<file path="config.mk">
export PLATFORM = sky130hd
export DESIGN_NAME = shift_req_scheduler
export DESIGN_NICKNAME = d
export VERILOG_FILES = /design/src/rtl/shifter_pkg.sv /design/src/rtl/shift_req_fifo.sv /design/src/rtl/shift_req_scheduler.sv
export SDC_FILE = /design/constraint.sdc
export NUM_CORES = 1
export LEC_CHECK = 0
export BUFFER_PORTS_ARGS = -buffer_cell sky130_fd_sc_hd__buf_2
export CORE_ASPECT_RATIO = 0.6
export CORE_MARGIN = 8
export CORE_UTILIZATION = 47
export DETAILED_ROUTE_END_ITERATION = 6
export GPL_TIMING_DRIVEN = 0
export HOLD_SLACK_MARGIN = 0.15
export PLACE_DENSITY = 0.71
export SYNTH_ARGS = -nofsm -noshare
export SYNTH_HDL_FRONTEND = slang
export SYNTH_SLANG_ARGS = --single-unit
</file>
<file path="constraint.sdc">
create_clock -name clk -period 2 [get_ports clk]
set_input_delay 0.4 -clock clk [delete_from_list [all_inputs] [get_ports clk]]
set_output_delay 0.4 -clock clk [all_outputs]
set_load 0.01 [all_outputs]
</file>
<file path="src/rtl/shifter_pkg.sv">
// Shared widths and the request record exchanged between producers,
// the request scheduler and its FIFO.
package shifter_pkg;

  localparam int SR_N     = 3;
  localparam int SR_W     = 2 ** SR_N;
  localparam int SR_DEPTH = 4;
  localparam int SR_CNT_W = $clog2(SR_DEPTH + 1);

  typedef struct packed {
    logic [SR_W-1:0] a;
    logic [SR_N-1:0] amt;
    logic            lr;
  } shift_req_t;

endpackage

</file>
<file path="src/rtl/shift_req_fifo.sv">
// Small synchronous FIFO of shift requests; head entry is visible
// combinationally so the issue stage can register it directly.
module shift_req_fifo
  import shifter_pkg::*;
#(
  parameter int DEPTH = SR_DEPTH
) (
  input  logic                           clk,
  input  logic                           reset_n,
  input  logic                           flush,
  input  logic                           push,
  input  shift_req_t                     push_data,
  input  logic                           pop,
  output shift_req_t                     pop_data,
  output logic                           full,
  output logic                           empty,
  output logic [$clog2(DEPTH+1)-1:0]     count
);

  localparam int PTR_W = $clog2(DEPTH);
  localparam int CNT_W = $clog2(DEPTH + 1);

  shift_req_t       r_mem [DEPTH];
  logic [PTR_W-1:0] r_wr_ptr;
  logic [PTR_W-1:0] r_rd_ptr;
  logic [CNT_W-1:0] r_count;

  logic             w_do_push;
  logic             w_do_pop;
  logic [CNT_W-1:0] w_count_next;

  assign full  = (r_count == CNT_W'(DEPTH));
  assign empty = (r_count == '0);
  assign count = r_count;

  // Guards make the FIFO self-protecting even if a caller misbehaves.
  assign w_do_push = push && !full;
  assign w_do_pop  = pop && !empty;

  always_comb begin
    w_count_next = r_count;
    case ({w_do_push, w_do_pop})
      2'b10:   w_count_next = r_count + CNT_W'(1);
      2'b01:   w_count_next = r_count - CNT_W'(1);
      default: w_count_next = r_count;
    endcase
  end

  // Storage has no reset so it maps onto plain RAM/register resources.
  always_ff @(posedge clk) begin
    if (w_do_push && !flush) begin
      r_mem[r_wr_ptr] <= push_data;
    end
  end

  assign pop_data = r_mem[r_rd_ptr];

  always_ff @(posedge clk or negedge reset_n) begin
    if (!reset_n) begin
      r_wr_ptr <= '0;
      r_rd_ptr <= '0;
      r_count  <= '0;
    end else if (flush) begin
      r_wr_ptr <= '0;
      r_rd_ptr <= '0;
      r_count  <= '0;
    end else begin
      if (w_do_push) r_wr_ptr <= r_wr_ptr + PTR_W'(1);
      if (w_do_pop)  r_rd_ptr <= r_rd_ptr + PTR_W'(1);
      r_count <= w_count_next;
    end
  end

endmodule

</file>
<file path="src/rtl/shift_req_scheduler.sv">
// Request front-end for the barrel shifter: FIFO -> ISS (registered sh_*)
// -> RES (captured sh_y on a valid/ready output with back-pressure).
module shift_req_scheduler
  import shifter_pkg::*;
#(
  parameter int N     = SR_N,
  parameter int DEPTH = SR_DEPTH
) (
  input  logic                           clk,
  input  logic                           reset_n,
  input  logic                           flush,
  input  logic                           in_valid,
  output logic                           in_ready,
  input  logic [2**N-1:0]                in_a,
  input  logic [N-1:0]                   in_amt,
  input  logic                           in_lr,
  output logic [2**N-1:0]                sh_a,
  output logic [N-1:0]                   sh_amt,
  output logic                           sh_lr,
  input  logic [2**N-1:0]                sh_y,
  output logic                           out_valid,
  input  logic                           out_ready,
  output logic [2**N-1:0]                out_y,
  output logic [N-1:0]                   out_amt,
  output logic                           out_lr,
  output logic [$clog2(DEPTH+1)-1:0]     fifo_count
);

  localparam int W     = 2 ** N;
  localparam int CNT_W = $clog2(DEPTH + 1);

  logic             r_in_ready;
  logic             r_iss_v;
  logic [W-1:0]     r_sh_a;
  logic [N-1:0]     r_sh_amt;
  logic             r_sh_lr;
  logic             r_out_valid;
  logic [W-1:0]     r_out_y;
  logic [N-1:0]     r_out_amt;
  logic             r_out_lr;

  logic             w_res_en;
  logic             w_iss_en;
  logic             w_push;
  logic             w_pop;
  logic             w_full;
  logic             w_empty;
  logic [CNT_W-1:0] w_count;
  logic [CNT_W-1:0] w_count_next;
  shift_req_t       w_push_req;
  shift_req_t       w_head;

  assign w_res_en = !r_out_valid || out_ready;
  assign w_iss_en = !r_iss_v || w_res_en;

  // in_ready is registered, so a full FIFO refuses a push even on a pop cycle.
  assign w_push = in_valid && r_in_ready && !w_full && !flush;
  assign w_pop  = w_iss_en && !w_empty && !flush;

  assign w_push_req = shift_req_t'{a: in_a, amt: in_amt, lr: in_lr};

  always_comb begin
    w_count_next = w_count;
    if (flush) begin
      w_count_next = '0;
    end else begin
      case ({w_push, w_pop})
        2'b10:   w_count_next = w_count + CNT_W'(1);
        2'b01:   w_count_next = w_count - CNT_W'(1);
        default: w_count_next = w_count;
      endcase
    end
  end

  shift_req_fifo #(
    .DEPTH (DEPTH)
  ) u_fifo (
    .clk       (clk),
    .reset_n   (reset_n),
    .flush     (flush),
    .push      (w_push),
    .push_data (w_push_req),
    .pop       (w_pop),
    .pop_data  (w_head),
    .full      (w_full),
    .empty     (w_empty),
    .count     (w_count)
  );

  always_ff @(posedge clk or negedge reset_n) begin
    if (!reset_n) begin
      r_in_ready  <= 1'b0;
      r_iss_v     <= 1'b0;
      r_sh_a      <= '0;
      r_sh_amt    <= '0;
      r_sh_lr     <= 1'b0;
      r_out_valid <= 1'b0;
      r_out_y     <= '0;
      r_out_amt   <= '0;
      r_out_lr    <= 1'b0;
    end else begin
      r_in_ready <= (w_count_next < CNT_W'(DEPTH));
      if (flush) begin
        // Data registers keep their contents; only the valid bits drop.
        r_iss_v     <= 1'b0;
        r_out_valid <= 1'b0;
      end else begin
        if (w_res_en) begin
          r_out_valid <= r_iss_v;
          if (r_iss_v) begin
            r_out_y   <= sh_y;
            r_out_amt <= r_sh_amt;
            r_out_lr  <= r_sh_lr;
          end
        end
        if (w_iss_en) begin
          r_iss_v <= !w_empty;
          if (!w_empty) begin
            r_sh_a   <= w_head.a;
            r_sh_amt <= w_head.amt;
            r_sh_lr  <= w_head.lr;
          end
        end
      end
    end
  end

  assign in_ready   = r_in_ready;
  assign sh_a       = r_sh_a;
  assign sh_amt     = r_sh_amt;
  assign sh_lr      = r_sh_lr;
  assign out_valid  = r_out_valid;
  assign out_y      = r_out_y;
  assign out_amt    = r_out_amt;
  assign out_lr     = r_out_lr;
  assign fifo_count = w_count;

endmodule
</file>
==> results of run 1 <==
## layout make-up
type,count,area (µm²),share of cell area
clock inverters,7,67.6,0.0163
flip-flops and latches,82,2290,0.553
inverters,8,30.0,0.00725
clock buffers,9,225,0.0544
plain buffers,6,46.3,0.0112
multi-input cells,89,1050,0.254
repair buffers,60,318,0.0767
well taps,87,109,0.0263
## kinds of logic after synthesis
family,count (synthesis)
buffers and inverters,14
adders and majority gates,9
xor gates and xnor gates,3
AOI/OAI and AO/OA,10
and+or+nand+nor,28
muxes,39
DFF,82
## per-layer routing
metal	up-vias	wire [µm]	GRT usage
met1	920	2990	0.163
met4	0	78	0.0543
li1	839	-	-
met5	-	0	0
met2	31	3080	0.212
met3	6	270	0.0425
## registers in the layout, indices dropped and copies added, names as in the netlist
register         count
out_valid            1
r_iss_v              1
u_fifo.r_rd_ptr      2
out_amt              3
out_lr               1
u_fifo.count         3
sh_amt               3
sh_lr                1
sh_a                 8
u_fifo.r_wr_ptr      2
out_y                8
in_ready             1
u_fifo.r_mem        48
## power by group
| part | internal, W | total [W] | switching (W) | leakage (nW) |
|---|---|---|---|---|
| Clock | 0.000964 | 0.00160 | 0.000635 | 0.141 |
| Sequential | 0.00221 | 0.00242 | 0.000210 | 0.846 |
| Combinational | 0.00104 | 0.00195 | 0.000914 | 0.676 |
## placed cells by master, fill, tap and decap left out, drive strengths merged, types with 3 or more instances in the layout
cell,Yosys,routed
edfxtp,48,48
nor2b,3,3
nand2,4,4
and2,5,5
mux4,12,12
inv,8,10
ha,9,9
clkbuf,2,11
clkinv,0,3
buf,4,64
nor2,11,11
mux2,25,25
dfrtp,34,34
## final timing paths
path	depth (start not counted)	start	end	slack (ns)
worst max register to register	9	u_fifo.count[1]	in_ready	0.08
max in group asynchronous	1	reset_n	u_fifo.count[0]	1.33
min in group clk	1	in_amt[0]	u_fifo.r_mem[0][1]	0.28
worst max-delay path	9	u_fifo.count[1]	in_ready	0.08
worst min register to register	1	out_y[3]	out_y[3]	0.48
worst min-delay path	1	reset_n	sh_a[1]	0.16
## metrics by stage
step                      std cells   util
after floorplan                 185      -
after CTS                       344  0.600
final                           348  0.610
after detailed placement        325  0.552
after global placement          325  0.552
after global routing            348  0.610
## what timing repair did
| action | CTS | global route |
|---|---|---|
| pin swaps | 1 | 5 |
| setup endpoints to repair | 49 | 49 |
| gates resized for setup | 6 | 7 |
| buffers inserted | 3 | 4 |
==> impl_metrics.sql, run 1 <==
INSERT INTO impl_metrics (metric_group, metric, value, unit) VALUES
('yosys', 'synth_mux_area_frac', '0.174', ''),
('floorplanning', 'initial_standard_cell_utilization_of_the_core', '0.493', ''),
('setup_path', 'path_cells', 'inv_2 -> ha_4 -> nor2b_4 -> nor3_4 -> buf_6 -> ha_4 -> nor2_1 -> nor2_1 -> a211o_1', ''),
('yosys', 'synth.yosys.warnings', '0', ''),
('yosys', 'ys_seq_elements', '82', ''),
('detailed_routing', 'wl_per_cell', '18.4', 'µm'),
('yosys', 'netlist.top_cell.by_area', 'sky130_fd_sc_hd__edfxtp_1', ''),
('layout', 'fillers', '497', ''),
('timing', 'finalClockSkew', '0.00645', 'ns'),
('setup_path', 'setup.worst_path.end_class', 'flip-flop', ''),
('global_route', 'grt_pass1_wl', '10200', 'µm'),
('floorplanning', 'placementRows', '23', ''),
('layout', 'final_net_count', '290', ''),
('layout', 'drive_gt1_frac', '0.494', ''),
('yosys', 'synth-async-reset-ratio', '0.415', ''),
('placed_design', 'dp_hpwl', '4390', 'µm'),
('global_route', 'grt_max_degree', '35', ''),
('hold_path', 'worst_hold_path_type', 'in2async', ''),
('power', 'total_power_divided_by_cell_area', '1440', 'nW/µm²'),
('placed_design', 'gpl.final_weighted_congestion', '0.728', ''),
('detailed_routing', 'vias', '1796', ''),
('flow_run', 'maxCapViolations', '0', ''),
('yosys', 'synth_seq_area_share', '0.685', ''),
('timing', 'totalNegativeSetupSlack', '0', 'ns'),
('yosys', 'most_common_cell_in_the_netlist', 'sky130_fd_sc_hd__edfxtp_1', ''),
('yosys', 'synth_common_cells', '48 x sky130_fd_sc_hd__edfxtp_1, 34 x sky130_fd_sc_hd__dfrtp_1, 21 x sky130_fd_sc_hd__mux2_2', ''),
('setup_path', 'critPathMaxStageDelay', '0.41', 'ns'),
('cts', 'cts_num_sinks', '82', ''),
('cts', 'cts_max_path_buffers', '2', ''),
('placed_design', 'dp_worst_setup_slack', '-0.229', 'ns'),
('cts', 'cts.reportedPaths.clkPinSlew', '0.06', 'ns'),
('yosys', 'post_synth_xor_area_fraction', '0.0120', ''),
('cts', 'clk_latency', '0.33', 'ns'),
('yosys', 'synth-compound-area-share', '0.0239', ''),
('setup_path', 'worst_ep_required_time', '2.21', 'ns'),
('power', 'ir_worst_vdd', '0.808', 'mV'),
('yosys', 'postSynthNetCount', '219', ''),
('outcome', 'status', 'complete, no violations', ''),
('yosys', 'synthDominantCellAreaShare', '0.430', ''),
('detailed_routing', 'postRouteWirelength', '6420', 'µm'),
('global_route', 'groute.usage.overall', '0.131', ''),
('detailed_routing', 'remaining_drc_errors', '0', ''),
('timing', 'timing_worst_slew_pin_value', '0.802', 'ns'),
('floorplanning', 'die_width', '125', 'µm'),
('yosys', 'synth_enable_flop_cells', '48', ''),
('detailed_routing', 'drt-pass1-iter-count', '4', ''),
('yosys', 'synth_cell_type_count', '35', ''),
('yosys', 'synthesis.area', '3350', 'µm²'),
('timing', 'drv_slew', '0', ''),
('yosys', 'synth_top_family_by_area', 'multiplexers', ''),
('setup_path', 'timing_worst_setup_path_type', 'reg2reg', ''),
('layout', 'layout.cell_area.non_filler', '4140', 'µm²'),
('setup_path', 'timing.critical_path.fanout_max', '4', ''),
('layout', 'count_of_antenna_diodes_in_the_layout', '0', ''),
('yosys', 'synthAdderAreaFrac', '0.0336', ''),
('cts', 'cts_made_buffers', '9', ''),
('floorplanning', 'io_pins', '54', ''),
('timing', 'finalHoldWorstSlack', '0.158', 'ns'),
('placed_design', 'place.port_buffers', '53', ''),
('yosys', 'synth-main-ff-cell', 'sky130_fd_sc_hd__edfxtp_1', ''),
('timing', 'number_of_endpoints_with_negative_hold_slack_in_the_final_report', '0', ''),
('setup_path', 'timing.critical_path.max_delay_family', 'simple AND/OR/NAND/NOR gates', ''),
('timing', 'max_clock_freq', '520', 'MHz'),
('detailed_routing', 'drt_first_iter_violations', '86', ''),
('global_route', 'grt_overflow_total', '0', ''),
('power', 'static-leakage-power', '1.66', 'nW'),
('layout', 'layout-area-overhead-vs-synth', '23.7', '%'),
('setup_path', 'arrival', '2.13', 'ns'),
('timing', 'layout_setup_ws', '0.0785', 'ns'),
('cts', 'clock-root-buffer', 'sky130_fd_sc_hd__clkbuf_16', ''),
('timing', 'layout_worst_path_cycle_share', '0.961', '');
No activity file was read; power rests on OpenSTA's default activity.
==> inputs of run 2 (changes only) <==
==> constraint.sdc (replaced) <==
create_clock -name clk -period 2 [get_ports clk]
set_input_delay 0.4 -clock clk [delete_from_list [all_inputs] [get_ports clk]]
set_output_delay 0.4 -clock clk [all_outputs]
set_load 0.05 [all_outputs]
==> run 2 against run 1 <==
  * First-iteration DRC count shrank 16%
  * Final cell count is the same
  * Register-to-register slack gained 0.02 ns
  * Critical path depth shrank 1
  * Wire length shrank 7.9%
  * Clock power grew 5%
  * Worst hold slack is essentially flat
  * Count of clock-buffer cells in the layout grew 1
  * Die area is the same
  * Sequential power is essentially flat
  * Via count shrank 1.2%
==> impl_metrics.sql, run 2 (same netlist as run 1, synthesis figures left out) <==
INSERT INTO impl_metrics (metric_group, metric, value, unit) VALUES
('cts', 'cts_made_buffers', '9', ''),
('timing', 'layout_worst_path_cycle_share', '0.952', ''),
('global_route', 'groute.usage.overall', '0.124', ''),
('placed_design', 'gpl.final_weighted_congestion', '0.701', ''),
('detailed_routing', 'drt-pass1-iter-count', '4', ''),
('detailed_routing', 'drt_first_iter_violations', '72', ''),
('layout', 'layout_commonest_cell', 'sky130_fd_sc_hd__buf_2', ''),
('layout', 'fillers', '505', ''),
('power', 'static-leakage-power', '1.67', 'nW'),
('timing', 'finalClockSkew', '0.00631', 'ns'),
('timing', 'timing_worst_slew_pin_value', '0.802', 'ns'),
('floorplanning', 'floorplan.die_area', '10200', 'µm²'),
('setup_path', 'worst_ep_required_time', '2.20', 'ns'),
('floorplanning', 'initial_standard_cell_utilization_of_the_core', '0.493', ''),
('layout', 'final_util', '0.610', ''),
('global_route', 'grt_pass1_vias', '1852', ''),
('cts', 'tritoncts', 'yes', ''),
('cts', 'cts_htree_levels', '3', ''),
('layout', 'layout.cells.most_common_list', '54 x sky130_fd_sc_hd__buf_2, 48 x sky130_fd_sc_hd__edfxtp_1, 32 x sky130_fd_sc_hd__dfrtp_1', ''),
('layout', 'top_register', 'u_fifo.r_mem', ''),
('global_route', 'grt_pass1_wl', '9530', 'µm'),
('timing', 'totalNegativeSetupSlack', '0', 'ns'),
('timing', 'report.final.setup_viol', '0', ''),
('timing', 'drv_slew', '0', ''),
('global_route', 'grt_max_degree', '35', ''),
('layout', 'layout.cells.non_filler', '348', ''),
('timing', 'number_of_endpoints_with_negative_hold_slack_in_the_final_report', '0', ''),
('setup_path', 'startpoint_type', 'flip-flop', ''),
('setup_path', 'timing.critical_path.fanout_max', '4', ''),
('timing', 'worst_slew_margin_relative_to_its_limit', '0.465', ''),
('placed_design', 'dpl_cell_area', '3770', 'µm²'),
('placed_design', 'numPlacedInstances', '325', ''),
('setup_path', 'setup.worst_path.end_class', 'flip-flop', ''),
('timing', 'final_period_minus_worst_setup_slack', '1.90', 'ns'),
('power', 'total_power_divided_by_cell_area', '1670', 'nW/µm²'),
('floorplanning', 'die_width', '125', 'µm'),
('timing', 'finalHoldWorstSlack', '0.158', 'ns'),
('layout', 'drive_gt1_frac', '0.494', ''),
('detailed_routing', 'ant_nets', '0', ''),
('detailed_routing', 'remaining_drc_errors', '0', ''),
('outcome', 'status', 'complete, no violations', ''),
('global_route', 'grt_overflow_total', '0', ''),
('detailed_routing', 'postRouteWirelength', '5910', 'µm'),
('layout', 'final_net_count', '290', ''),
('cts', 'cts.reportedPaths.clkPinSlew', '0.06', 'ns'),
('layout', 'layout-area-overhead-vs-synth', '23.8', '%'),
('detailed_routing', 'wl_per_cell', '17.0', 'µm'),
('floorplanning', 'placementRows', '23', ''),
('floorplanning', 'die_height', '81.4', 'µm'),
('cts', 'cts_hold_buffers', '0', ''),
('flow_run', 'maxCapViolations', '0', ''),
('setup_path', 'r2r_cells', '8', ''),
('layout', 'flip_flop_count_of_the_largest_register_after_layout', '48', ''),
('cts', 'cts_num_sinks', '82', ''),
('cts', 'clock-root-buffer', 'sky130_fd_sc_hd__clkbuf_16', ''),
('placed_design', 'dp_hpwl', '4100', 'µm'),
('placed_design', 'place.port_buffers', '53', ''),
('floorplanning', 'io_pins', '54', ''),
('layout', 'area.sequential', '2290', 'µm²'),
('hold_path', 'worst_hold_path_type', 'in2async', ''),
('layout', 'count_of_antenna_diodes_in_the_layout', '0', ''),
('layout', 'multiInputGateArea', '1030', 'µm²'),
('setup_path', 'rrSetupSlack', '0.1', 'ns'),
('setup_path', 'arrival', '2.11', 'ns'),
('power', 'ir_worst_vdd', '0.478', 'mV'),
('detailed_routing', 'detail_route.vias_per_cell', '5.10', ''),
('setup_path', 'timing_worst_setup_path_type', 'reg2reg', ''),
('detailed_routing', 'vias', '1775', ''),
('global_route', 'antenna_found_initial', '0', ''),
('cts', 'cts_max_path_buffers', '2', ''),
('setup_path', 'crit-reg2reg-capture', 'u_fifo.count[2]', ''),
('floorplanning', 'placeableCoreArea', '6790', 'µm²'),
('cts', 'clk_latency', '0.33', 'ns'),
('setup_path', 'crit-reg2reg-launch', 'u_fifo.count[1]', ''),
('timing', 'max_clock_freq', '525', 'MHz'),
('layout', 'layout.cell_area.non_filler', '4140', 'µm²');
run 2: worst max path at each step:
stage	from	end	slack, ns	cells after the start
CTS	u_fifo.count[1]	in_ready	0.03	10
floorplan	u_fifo.count[1]	in_ready	-0.12	10
global placement	u_fifo.count[1]	in_ready	-0.07	10
detailed placement	u_fifo.count[1]	in_ready	-0.08	9
global route	u_fifo.count[1]	in_ready	-0.02	10
finish	u_fifo.count[1]	u_fifo.count[2]	0.1	8
run 2: worst max-delay path: stages, from the launching register on:
cell and delay (ns):
sky130_fd_sc_hd__dfrtp_2 0.41, sky130_fd_sc_hd__inv_4 0.05, sky130_fd_sc_hd__ha_4 0.15, sky130_fd_sc_hd__nor2b_4 0.13, sky130_fd_sc_hd__buf_4 0.14, sky130_fd_sc_hd__buf_4 0.13, sky130_fd_sc_hd__o2111a_1 0.23, sky130_fd_sc_hd__a31oi_1 0.18
sky130_fd_sc_hd__mux2_1 0.35
run 2: per-layer routing:
metal  share of wire  vias to the layer above  global-route usage
met4           0.014                        0              0.0434
met1            0.44                      884               0.144
met3           0.060                       10              0.0575
met2            0.49                       34               0.204
li1                -                      847                   -
met5               0                        -                   0
run 2: cell type report:
type | instances | area share
Clock buffer | 10 | 0.0553
Sequential cell | 82 | 0.554
Tap cell | 87 | 0.0263
Buffer | 6 | 0.0112
Clock inverter | 6 | 0.0196
Timing Repair Buffer | 60 | 0.0767
Multi-Input combinational cell | 89 | 0.249
Inverter | 8 | 0.00785
run 2: metrics by stage:
| step | power [W] | worst slack, ns |
|---|---|---|
| floorplan | 0.00457 | -0.121 |
| global placement | 0.00513 | -0.0741 |
| detailed placement | 0.00519 | -0.0842 |
| CTS | 0.00689 | 0.0287 |
| global route | 0.00727 | -0.0155 |
| finish | 0.00691 | 0.0967 |
run 2: what timing repair did:
| action | CTS | global route |
|---|---|---|
| cloned | 0 | 0 |
| gates resized for setup | 1 | 3 |
| buffers inserted | 1 | 6 |
| endpoints found under the setup margin | 1 | 49 |
| pin swaps | 1 | 0 |
run 2: power breakdown:
group	switching [W]	internal, W	leakage [nW]	total [W]
sequential	0.000214	0.00221	0.843	0.00243
combinational	0.00176	0.00104	0.673	0.00280
clock	0.000599	0.00108	0.152	0.00168
